`src/rtl/rr_grant_encoder.sv`:
```
// Registered round-robin arbiter and grant encoder.
// Collapses a request vector into one granted index plus its one-hot form,
// and holds that grant under a valid/ack handshake. A rotating priority
// pointer moves past each acknowledged requester so service stays fair.
module rr_grant_encoder #(
  parameter int NUM_INPUTS = 5,
  parameter int IDX_W      = $clog2(NUM_INPUTS)
) (
  input  logic                  i_clk,
  input  logic                  i_rst_n,
  input  logic [NUM_INPUTS-1:0] i_request,
  input  logic                  i_ack,
  output logic                  o_grant_valid,
  output logic [IDX_W-1:0]      o_grant_index,
  output logic [NUM_INPUTS-1:0] o_grant_onehot
);

  typedef enum logic {
    IDLE    = 1'b0,
    GRANTED = 1'b1
  } state_e;

  typedef struct packed {
    logic             hit;
    logic [IDX_W-1:0] idx;
  } search_t;

  state_e                  state_q, state_d;
  logic [IDX_W-1:0]        ptr_q, ptr_d;
  logic [IDX_W-1:0]        idx_q, idx_d;
  logic [NUM_INPUTS-1:0]   onehot_q, onehot_d;

  search_t                 idle_win;
  search_t                 ack_win;
  logic [IDX_W-1:0]        ack_ptr;
  logic [NUM_INPUTS-1:0]   req_shift;
  logic                    holder_req;

  // Scan start, start+1, ... modulo NUM_INPUTS; the first requester wins.
  function automatic search_t rr_search(input logic [NUM_INPUTS-1:0] req,
                                        input logic [IDX_W-1:0]      start);
    search_t               res;
    logic [NUM_INPUTS-1:0] rot;
    int                    k;
    res = '0;
    for (int i = 0; i < NUM_INPUTS; i++) begin
      k = int'(start) + i;
      if (k >= NUM_INPUTS) k = k - NUM_INPUTS;
      rot = req >> k;
      if (!res.hit && rot[0]) begin
        res.hit = 1'b1;
        res.idx = IDX_W'(k);
      end
    end
    return res;
  endfunction

  // Candidate winners: one from the current pointer (used from IDLE) and
  // one from the post-ack pointer (used for zero-bubble back-to-back grants).
  always_comb begin
    ack_ptr    = (idx_q == IDX_W'(NUM_INPUTS - 1)) ? '0 : idx_q + IDX_W'(1);
    idle_win   = rr_search(i_request, ptr_q);
    ack_win    = rr_search(i_request, ack_ptr);
    req_shift  = i_request >> idx_q;
    holder_req = req_shift[0];
  end

  // Next-state logic: grant from IDLE, hold in GRANTED until ack or withdrawal.
  always_comb begin
    // NOTE: every combinational output gets a default first so no path
    // leaves it unassigned, which would otherwise infer a latch.
    state_d  = state_q;
    ptr_d    = ptr_q;
    idx_d    = idx_q;
    onehot_d = '0;

    case (state_q)
      IDLE: begin
        if (idle_win.hit) begin
          state_d = GRANTED;
          idx_d   = idle_win.idx;
        end
      end
      GRANTED: begin
        if (i_ack) begin
          // Ack wins over a simultaneous withdrawal; the acked requester
          // ranks last under the advanced pointer.
          ptr_d = ack_ptr;
          if (ack_win.hit) begin
            idx_d = ack_win.idx;
          end else begin
            state_d = IDLE;
            idx_d   = '0;
          end
        end else if (!holder_req) begin
          // Withdrawal: drop the grant, keep the pointer, re-arbitrate from IDLE.
          state_d = IDLE;
          idx_d   = '0;
        end
      end
      default: begin
        state_d = IDLE;
        idx_d   = '0;
      end
    endcase

    if (state_d == GRANTED) onehot_d = NUM_INPUTS'(1) << idx_d;
  end

  // State and output registers; reset clears everything immediately.
  always_ff @(posedge i_clk or negedge i_rst_n) begin
    if (!i_rst_n) begin
      state_q  <= IDLE;
      ptr_q    <= '0;
      idx_q    <= '0;
      onehot_q <= '0;
    end else begin
      // NOTE: non-blocking assignments so every flop samples pre-edge values.
      state_q  <= state_d;
      ptr_q    <= ptr_d;
      idx_q    <= idx_d;
      onehot_q <= onehot_d;
    end
  end

  assign o_grant_valid  = (state_q == GRANTED);
  assign o_grant_index  = idx_q;
  assign o_grant_onehot = onehot_q;

endmodule
```
`config.mk`:
```
export PLATFORM = sky130hd
export DESIGN_NAME = rr_grant_encoder
export DESIGN_NICKNAME = d
export VERILOG_FILES = /design/src/rtl/rr_grant_encoder.sv
export SDC_FILE = /design/constraint.sdc
export NUM_CORES = 1
export LEC_CHECK = 0
export ABC_AREA = 1
export CORE_ASPECT_RATIO = 1.2
export CORE_MARGIN = 8
export CORE_UTILIZATION = 30
export DETAILED_ROUTE_END_ITERATION = 10
export GPL_TIMING_DRIVEN = 0
export MAX_ROUTING_LAYER = met4
export SYNTH_ARGS = -nofsm -noshare
export SYNTH_HDL_FRONTEND = slang
export SYNTH_SLANG_ARGS = --single-unit
```
`constraint.sdc`:
```
create_clock -name i_clk -period 8.8 [get_ports i_clk]
set_input_delay 1.76 -clock i_clk [delete_from_list [all_inputs] [get_ports i_clk]]
set_output_delay 1.76 -clock i_clk [all_outputs]
set_load 0.01 [all_outputs]
```
==> metrics.md <==
| Metric | Value |
|---|---|
| Status | finished, final reports clean |
| Worst setup EP type | register |
| First-pass DRT Iterations | 4 |
| Fin. Hold Viols | 0 |
| Largest family of logic cells by synthesized area | simple AND/OR/NAND/NOR gates |
| Max-slew headroom | 0.5653 |
| Compound-cell area share of the yosys netlist | 0.1831 |
| Synth unique cells | 42 |
| DR vias/cell | 4.906 |
| Primary FF master, synth | dfrtp_1 |
| Root Buffer | clkbuf_16 |
| Num ports | 17 |
| Clk buf depth | 2 |
| CTS tree | built |
| Cell with the most instances after synthesis | nand2_1 |
| Die height | 123.4 um |
| Crit path cell chain | inv_2 > ha_1 > inv_1 > ha_1 > inv_1 > ha_1 > o21bai_4 > o21ai_0 > inv_1 > nand3_1 > a21boi_2 > nand2_2 > inv_2 > nor2_4 > nand4_4 > nor2_1 > nor2_1 > nand2_1 > nand2_1 > nand2_1 > nand2_1 > nor2_1 |
| Endpoints failing setup | 0 |
| Max-slew violations | 0 |
| WL/cell | 13.26 um |
| Post-Synth XOR/XNOR Area | 0.03037 |
| Post-CTS Setup Bufs | 0 |
| Crit start category | register |
| Delay-heaviest family, CP | simple AND/OR/NAND/NOR gates |
| Via count | 3071 |
| Total gr overflow | 0 |
| Mapped Area | 2884 sq um |
| Clk_lat worst skew | 0.23 ns |
| Area contributors post-synth | nand2_1 (18%), ha_1 (13%), dfrtp_1 (10%) |
| Number of global-route vias before repair | 3024 |
| CTS hold repair buffers | 0 |
| Antenna violations before repair | 0 |
| Final Util | 0.3475 |
| First-pass GRT wire length | 14050 um |
| CP Class | register to register |
| Final TNS setup | 0 ns |
| PnR worst setup slack | 4.658 ns |
| Syn Area/Cell | 5.959 sq um |
| Place WS | 4.574 ns |
| Pin count of the biggest net entering global routing | 13 |
| Core area | 9418 sq um |
| # rows | 39 |
| Buffers & Inverters on Critical Path | 5 |
| 1st-iter DRT viols | 108 |
| Final ANT Viol Nets | 0 |
| PortBufs | 16 |
| Syn. warnings | 0 |
| Aggregate routed wire length | 8303 um |
| Achievable Freq | 241.5 MHz |
| RSZ-0062 raised after global routing | no |
| CP required | 8.96 ns |
| CP max stage cell | dfrtp_1 |
| R2R setup slack | 4.66 ns |
| Synth Area in Adders | 0.1397 |
| Setup Skew | 0.0008093 ns |
| Initial Util | 0.3062 |
| Mux share of post-synthesis cell area | 0 |
| Sequential fraction of the synthesis area | 0.1041 |
| Clock transition at path regs | 0.04 ns |
| Cts repair resizes | 0 |
| Synth-to-Final Area Change | 13.49% |
| Die area | 13020 sq um |
| Fin crit period | 4.142 ns |
| Residual DRC | 0 |
| Syn Nets | 523 |
| Die Width | 105.5 um |
| Most area-hungry cell type in the Yosys netlist | nand2_1 |
| Syn Inst Count | 484 |
| Slew @ Worst Pin | 0.6452 ns |
| Async SR Flop Fraction | 1.000 |
| N_diodes | 0 |
| Post-synth EDFFs | 0 |
| Layout cell share with drive strength beyond 1 | 0.1014 |
| Synthesis-stage register bit count | 12 |
| Worst path most repeated cell | nand2_1 |
| GPL Wtd Cong | 0.8990 |
| CP Data Arrival Time | 4.31 ns |
| GRT Total Usage | 0.1327 |
| CP Max Fanout | 12 |
| CTS H-tree lvls | 1 |
| Max incr delay on CP | 0.51 ns |
| Area fraction of the dominant cell type after synthesis | 0.1783 |
| Min-delay worst type | register to register |
| Total Nets Final | 544 |
| Fin crit share | 0.4706 |
| Maxcap violations | 0 |
| Post-synth top cells | nand2_1 (137), inv_1 (72), nand3_1 (39) |
| Clock Sinks | 12 |
| Post-Synth Simple-Gate Area | 0.4213 |
| TritonCTS buffer count | 3 |
| Hpwl dp | 6724 um |
==> kinds of logic (layout without fill, tap and decap cells) <==
| kind of cell | Yosys count | after routing |
|---|---|---|
| buffers and inverters | 86 | 105 |
| AO/OA/AOI/OAI | 84 | 84 |
| adder cells (fa/ha/maj) | 31 | 31 |
| AND/OR/NAND/NOR | 261 | 261 |
| flip-flops | 12 | 12 |
| XOR/XNOR | 10 | 10 |
==> flip-flops by register name, indices dropped and copies added (netlist names) <==
| register | flops |
|---|---|
| o_grant_valid | 1 |
| ptr_q | 3 |
| o_grant_index | 3 |
| o_grant_onehot | 5 |
==> worst paths after layout <==
| kind | startpoint | endpoint | cells after the start |
|---|---|---|---|
| worst min-delay path | o_grant_valid | ptr_q[1] | 2 |
| worst min register to register | o_grant_valid | ptr_q[1] | 2 |
| worst max-delay path | o_grant_index[0] | o_grant_onehot[1] | 22 |
| worst max register to register | o_grant_index[0] | o_grant_onehot[1] | 22 |
| max in group asynchronous | i_rst_n | ptr_q[0] | 1 |
| min in group asynchronous | i_rst_n | o_grant_onehot[2] | 1 |
==> metal layers <==
layer,track usage,wire (um),share of wire
met2,0.2514,4311,0.52
met4,0.03172,85,0.010
met1,0.1484,3637,0.44
met5,-,0,0
met3,0.008863,268,0.032
==> final cells by class <==
cell class | count | area, sq um
plain buffers | 4 | 40.04
well taps | 123 | 153.9
clock buffers | 3 | 75.07
inverters | 82 | 310.3
fillers | 1017 | 6145
flip-flops and latches | 12 | 300.3
multi-input cells | 386 | 2233
repair buffers | 16 | 160.2
==> through the flow <==
stage | hold WS [ns] | area [sq um] | std cells
5_1_grt | 0.7989 | 3273 | 626
6_report | 0.7596 | 3273 | 626
3_5_place_dp | 0.7614 | 3198 | 623
3_3_place_gp | 0.7459 | 3198 | 623
4_1_cts | 0.7665 | 3273 | 626
2_1_floorplan | 0.6437 | 2884 | 484
==> worst min-delay path: stages, from the launching register on <==
cell	delay [ns]
dfrtp_1	0.43
nand2_1	0.18
o21ai_0	0.10
==> cells in the final DEF, fill, tap and decap left out, types with 2 or more instances in the layout <==
cell type          n
a21oi_1           22
a21oi_4            2
buf_4              2
clkbuf_16          3
clkdlybuf4s50_1   16
dfrtp_1           12
fa_1               2
ha_1              29
inv_1             72
inv_2              8
nand2_1          137
nand2_2            9
nand2_4            2
nand3_1           39
nand3_2            4
nand3_4            2
nand3b_1           3
nand4_1           15
nor2_1            38
nor2_2             3
nor3_1             3
o211ai_1          10
o21ai_0           32
o21ai_1            5
o21ai_2            3
o31ai_1            2
or2_2              2
xor2_1            10
Power is not shown: default switching activity piles up to over one toggle a cycle in this logic, so the estimate is an artifact.
